[src/rtl/square_pkg.sv]
// Shared definitions for the sequential squarer. The state encoding matches the
// sqrt unit so the two can sit side by side in the Lab2 datapath.
package square_pkg;

  typedef enum logic {
    IDLE = 1'b0,
    WORK = 1'b1
  } state_t;

  localparam int DEFAULT_WIDTH = 8;

  function automatic int result_width(input int width);
    return 2 * width;
  endfunction

endpackage

[src/rtl/square.sv]
// Sequential unsigned squarer y = x*x: one shift-add step per clock, fixed
// WIDTH-cycle latency, start/busy handshake shared with the sqrt unit.
module square
  import square_pkg::*;
#(
  parameter int WIDTH = DEFAULT_WIDTH
) (
  input  logic                 clk_i,
  input  logic                 rst_i,
  input  logic [WIDTH-1:0]     x_bi,
  input  logic                 start_i,
  output logic                 busy_o,
  output logic [2*WIDTH-1:0]   y_bo
);

  localparam int RW = result_width(WIDTH);
  localparam int CW = (WIDTH > 1) ? $clog2(WIDTH) : 1;
  localparam logic [CW-1:0] CNT_LAST = CW'(WIDTH - 1);

  state_t          state, state_n;
  logic [RW-1:0]   acc, acc_n;
  logic [RW-1:0]   mcand, mcand_n;
  logic [WIDTH-1:0] mplier, mplier_n;
  logic [CW-1:0]   cnt, cnt_n;
  logic [RW-1:0]   y_q, y_n;
  logic [RW-1:0]   sum;

  always_ff @(posedge clk_i or posedge rst_i) begin
    if (rst_i) begin
      state <= IDLE;
    end else begin
      state <= state_n;
    end
  end

  always_ff @(posedge clk_i or posedge rst_i) begin
    if (rst_i) begin
      acc    <= '0;
      mcand  <= '0;
      mplier <= '0;
      cnt    <= '0;
      y_q    <= '0;
    end else begin
      acc    <= acc_n;
      mcand  <= mcand_n;
      mplier <= mplier_n;
      cnt    <= cnt_n;
      y_q    <= y_n;
    end
  end

  // The finishing step publishes sum directly, so no extra cycle is spent copying acc.
  always_comb begin
    state_n  = state;
    acc_n    = acc;
    mcand_n  = mcand;
    mplier_n = mplier;
    cnt_n    = cnt;
    y_n      = y_q;
    sum      = acc + (mplier[0] ? mcand : '0);
    case (state)
      IDLE: begin
        if (start_i) begin
          mcand_n  = {{WIDTH{1'b0}}, x_bi};
          mplier_n = x_bi;
          acc_n    = '0;
          cnt_n    = '0;
          state_n  = WORK;
        end
      end
      WORK: begin
        acc_n    = sum;
        mcand_n  = mcand << 1;
        mplier_n = mplier >> 1;
        cnt_n    = cnt + 1'b1;
        if (cnt == CNT_LAST) begin
          y_n     = sum;
          state_n = IDLE;
        end
      end
      default: state_n = IDLE;
    endcase
  end

  assign busy_o = (state == WORK);
  assign y_bo   = y_q;

endmodule
[config.mk]
export PLATFORM = sky130hd
export DESIGN_NAME = square
export DESIGN_NICKNAME = d
export VERILOG_FILES = /design/src/rtl/square_pkg.sv /design/src/rtl/square.sv
export SDC_FILE = /design/constraint.sdc
export NUM_CORES = 1
export LEC_CHECK = 0
export CAP_MARGIN = 15
export CELL_PAD_IN_SITES_DETAIL_PLACEMENT = 1
export CELL_PAD_IN_SITES_GLOBAL_PLACEMENT = 1
export CORE_MARGIN = 5
export CORE_UTILIZATION = 30
export DETAILED_ROUTE_END_ITERATION = 10
export PLACE_DENSITY_LB_ADDON = 0.1
export SYNTH_ARGS = -nofsm -noshare
export SYNTH_HDL_FRONTEND = slang
export SYNTH_SLANG_ARGS = --single-unit
[constraint.sdc]
create_clock -name clk_i -period 2.5 [get_ports clk_i]
set_input_delay 0.5 -clock clk_i [delete_from_list [all_inputs] [get_ports clk_i]]
set_output_delay 0.5 -clock clk_i [all_outputs]
set_load 0.02 [all_outputs]
Word level (Yosys, flattened, before mapping). Index checks and enable logic that the tools add are counted.

Bits in registers: 60. Input bits: 11. Word-level logic and storage cells: 24. Output and inout bits: 17.

Multiplexer cells: 12. $add $sub $neg: 2. Bitwise gates (word level): 1. Equal/unequal tests: 2. Reductions and logical operators: 1.

Operators with widths (count): case mux 16 bit (2 select lines) (2); two-way mux 16 bit (3); adder 16 bit (1); case mux 8 bit (2 select lines) (1); two-way mux 8 bit (1); case mux 3 bit (2 select lines) (1); adder 3 x 1 -> 3 bit (second input constant) (1); equality test 3 bit (second input constant) (1); two-way mux 3 bit (1); two-way mux 1 bit (2); inequality test 2 bit (second input constant) (1); case mux 1 bit (2 select lines) (1); AND reduction 2 bit (1); inverter 1 bit (1).

Depth between registers and ports, before layout. Gate-level depths: netlist of the first run.

Depth in word-level cells: 3. Mapped depth: 9. Depth with buffers taken out: 9.

Worst setup path after synthesis of the first run. No wires, ideal clock.

Path type: flip-flop to flip-flop. Start: register mplier[0]. End: register y_q[14] (netlist: y_bo[14]). Buffers on the path: 0. Stages on the path, launching flop included: 10. Library setup time: 125 ps. Slack: 13 ps. Data arrival time: 2362 ps. Cells stage by stage: dfrtp_1 and2_1 ha_1 fa_1 a21o_1 a221oi_4 o21ai_2 a41o_1 xor2_1 mux2_4.

Cells in the longest elaborated chain, start to end: 2.

Ends and longest elaborated chain: start: declaration (line square.sv:23) `logic [WIDTH-1:0] mplier, mplier_n;`; start signal: assignment (line square.sv:46) `mplier <= mplier_n;`; two-way mux 16 bit (line square.sv:60) `sum = acc + (mplier[0] ? mcand : '0);`; adder 16 bit (line square.sv:60); end signal: assignment (line square.sv:48) `y_q <= y_n;`; end: declaration (line square.sv:25) `logic [RW-1:0] y_q, y_n;`.

Every way passes these cells. A chain may end at the register's enable or synchronous reset.

Worst setup path after layout of the first run.
Start: register mplier[0]. End: register y_q[10] (netlist: y_bo[10]).

The elaborated chain is that of the path after synthesis.

==> results of run 1 <==
==> logic make-up after synthesis <==
kind of cell             after synthesis
AND/OR/NAND/NOR                       87
AO/OA/AOI/OAI                         81
flip-flops                            60
multiplexers                          28
buffers and inverters                 21
adder cells (fa/ha/maj)               18
XOR/XNOR                              10
==> critical path: cells and delay by family (launching register included) <==
family	cells	cell delay [ns]
AND/OR/NAND/NOR	2	0.25
multiplexers	1	0.26
adder cells (fa/ha/maj)	2	0.49
AO/OA/AOI/OAI	4	0.91
flip-flops	1	0.41
==> worst paths after layout <==
path / from / end / slack, ns / depth (start not counted)
worst max-delay path: mplier[0] / y_bo[10] / 0.06 / 9
min in group asynchronous: rst_i / y_bo[3] / 0.54 / 3
max in group asynchronous: rst_i / busy_o / 1.66 / 3
worst max register to register: mplier[0] / y_bo[10] / 0.06 / 9
worst min-delay path: y_bo[9] / y_bo[9] / 0.48 / 2
worst min register to register: y_bo[9] / y_bo[9] / 0.48 / 2
==> placed cells by master (no fill, tap or decap), drive strengths merged, types with 2 or more instances in the layout <==
master          n
dfrtp          60
nand2          50
o21ai          29
clkdlybuf4s50  27
buf            22
mux2i          17
and2           17
ha             17
clkbuf         13
mux2           11
a22o           10
a21oi           8
nor2            7
a21o            7
inv             7
xnor2           6
o211ai          5
xor2            4
o31ai           4
o2111ai         4
and3            4
nand3           4
o21a            3
o21bai          3
clkinv          2
==> flip-flops by register name, summed over array words and instances (netlist names) <==
register and flops:
acc 16, busy_o 1, cnt 3, mcand 16
mplier 8, y_bo 16
==> report_power, final <==
part | leakage, nW | switching, mW | internal (mW)
logic | 0.966 | 0.980 | 0.894
registers | 0.779 | 0.298 | 1.36
clock network | 0.0953 | 0.388 | 0.433
total | 1.84 | 1.67 | 2.68
==> routing by layer <==
metal | track usage | vias to the layer above | wire length, um
met4 | 0.0425 | 0 | 106
met1 | 0.192 | 1206 | 4050
met2 | 0.204 | 34 | 3540
met3 | 0.0497 | 6 | 292
met5 | 0 | - | 0
li1 | - | 1175 | -
==> cell type report <==
cell class              count  area [um2]
clock inverters             2        10.0
multi-input cells         224        1680
repair buffers             49         452
clock buffers              13         169
flip-flops and latches     60        1500
well taps                 136         170
inverters                   7        26.3
fillers                  1161        6320
==> repair_timing <==
action	4_1_cts	5_1_grt
setup endpoints to repair	9	14
pin swaps	4	7
gates resized for setup	9	8
setup buffers	1	1
==> results.py, run 1 <==
metrics = {
    "placement": {
        "post_dp_cell_area_um2": 3710,
        "io_buffers": 27,
        "place_congestion": 0.823,
        "dp.cells": 474,
        "hpwl_um": 5610,
        "place_ws_ns": -0.0991,
    },
    "critical_path": {
        "worstPathMaxFanout": 4,
        "crit_type": "reg -> reg",
        "worstSetupStartpointType": "register",
        "slowest_delay_ns": 0.41,
        "cp.required_ns": 2.74,
        "slowest_stage": "dfrtp_1",
        "crit_chain": "and2_4 -> ha_4 -> fa_2 -> a21o_1 -> a221oi_4 -> o21bai_1 -> a311oi_1 -> nor2_1 -> mux2_2",
        "critical_path.endpoint_type": "register",
        "arrival_ns": 2.68,
    },
    "synthesis": {
        "synthTopCellsByCount": "dfrtp_1, nand2_1, o21ai_0",
        "synth_top_area_frac": 0.474,
        "yosys.area_share.simple": 0.125,
        "synth_cell_types": 44,
        "yosys.area.top_type": "dfrtp_1",
        "synth_cells": 305,
        "synth_compound_area_frac": 0.179,
        "yosysWarnings": 0,
        "syn_nets": 334,
        "synthFlopType": "dfrtp_1",
        "synth-edff-count": 0,
        "syn_area_um2": 3170,
        "synth_top_family_by_area": "compound AO/OA/AOI/OAI gates",
        "async_flop_share": 1.00,
        "synth_xor_area_frac": 0.0277,
        "synthMostInstantiatedCell": "dfrtp_1",
        "avgSynthCellArea_um2": 10.4,
        "synth.area.top_cells": "dfrtp_1, ha_1, nand2_1, mux2i_1, o21ai_0",
        "yosys_register_bits": 60,
        "muxShareOfSynthArea": 0.0941,
        "yosysSeqAreaShare": 0.474,
        "synth_adder_area_share": 0.0735,
    },
    "layout": {
        "final_cell_area_um2": 4010,
        "instances_no_fill": 491,
        "antennaDiodeCount": 0,
        "area_delta_synth_final_pct": 26.6,
        "utilization": 0.388,
        "nets": 380,
        "drive_above_1_share": 0.189,
    },
    "power": {
        "leakagePower_nw": 1.84,
        "peakVddDrop_uv": 359,
        "p_per_area_nw_per_um2": 1090,
        "totalPowerFinal_mw": 4.35,
    },
    "run_status": {
        "status": "finished, final reports clean",
    },
    "sta": {
        "hold-worst-slack_ns": 0.475,
        "final-max-slew-violation-count": 0,
        "layout_setup_ws_ns": 0.0576,
        "finClkSkew_ns": 0.0109,
        "max_slew_margin": 0.589,
        "period_minus_slack_ns": 2.44,
        "hold_viol_final": 0,
        "worst_pin_slew_ns": 0.615,
        "tns_ns": 0,
        "fin_crit_sh": 0.977,
        "rsz0062_at_grt": "yes",
        "setup_viol": 0,
        "max_clock_freq_mhz": 409,
    },
    "die": {
        "core_region_area_um2": 10300,
        "boundaryPins": 28,
        "fp.dieH_um": 113,
        "dieArea_um2": 12700,
        "start_util": 0.307,
        "die_w_um": 113,
        "row_count": 37,
    },
    "clock_network": {
        "cts_sinks": 60,
        "clockRootBuffer": "clkbuf_8",
        "numCtsBuffers": 9,
        "cts_hold_buf": 0,
        "clk_latency_ns": 0.35,
        "cts_tree": "done",
        "cts-htree-levels": 3,
        "path_clk_slew_ns": 0.07,
        "clk_path_buf_depth": 2,
    },
    "drt": {
        "drc": 0,
        "ant_nets": 0,
        "wl_per_cell_um": 16.3,
        "num_vias": 2421,
        "postRouteWirelength_um": 7990,
        "first_pass_iters": 4,
        "dr.first_iter.drc_count": 78,
        "via_per_inst": 4.93,
    },
    "grt": {
        "grt_pass1_wl_um": 14000,
        "grt_max_degree": 61,
        "grt_pass1_vias": 2655,
        "grt_util_all_layers": 0.139,
        "antenna_found_initial": 0,
        "grt_overflow": 0,
    },
    "worst_hold_path": {
        "hold_path_class": "reg -> reg",
    },
    "run": {
        "drv_cap": 0,
    },
}
Power figures use the tool's default switching activity.
==> run 2, diff against run 1 <==
--- a/config.mk
+++ b/config.mk
@@ -5,7 +5,6 @@
 export SDC_FILE = /design/constraint.sdc
 export NUM_CORES = 1
 export LEC_CHECK = 0
-export CAP_MARGIN = 15
 export CELL_PAD_IN_SITES_DETAIL_PLACEMENT = 1
 export CELL_PAD_IN_SITES_GLOBAL_PLACEMENT = 1
 export CORE_MARGIN = 5
==> constraint.sdc (replaced) <==
create_clock -name clk_i -period 2.5 [get_ports clk_i]
set_input_delay 0.5 -clock clk_i [delete_from_list [all_inputs] [get_ports clk_i]]
set_output_delay 0.5 -clock clk_i [all_outputs]
set_load 0.005 [all_outputs]
==> results of run 2 <==
Same layout as run 1 (identical final DEF). Status: finished, final reports clean.
Main changes from that run: total power 4.35 mW -> 4.21 mW; worst IR drop on VDD 359 uV -> 300 uV
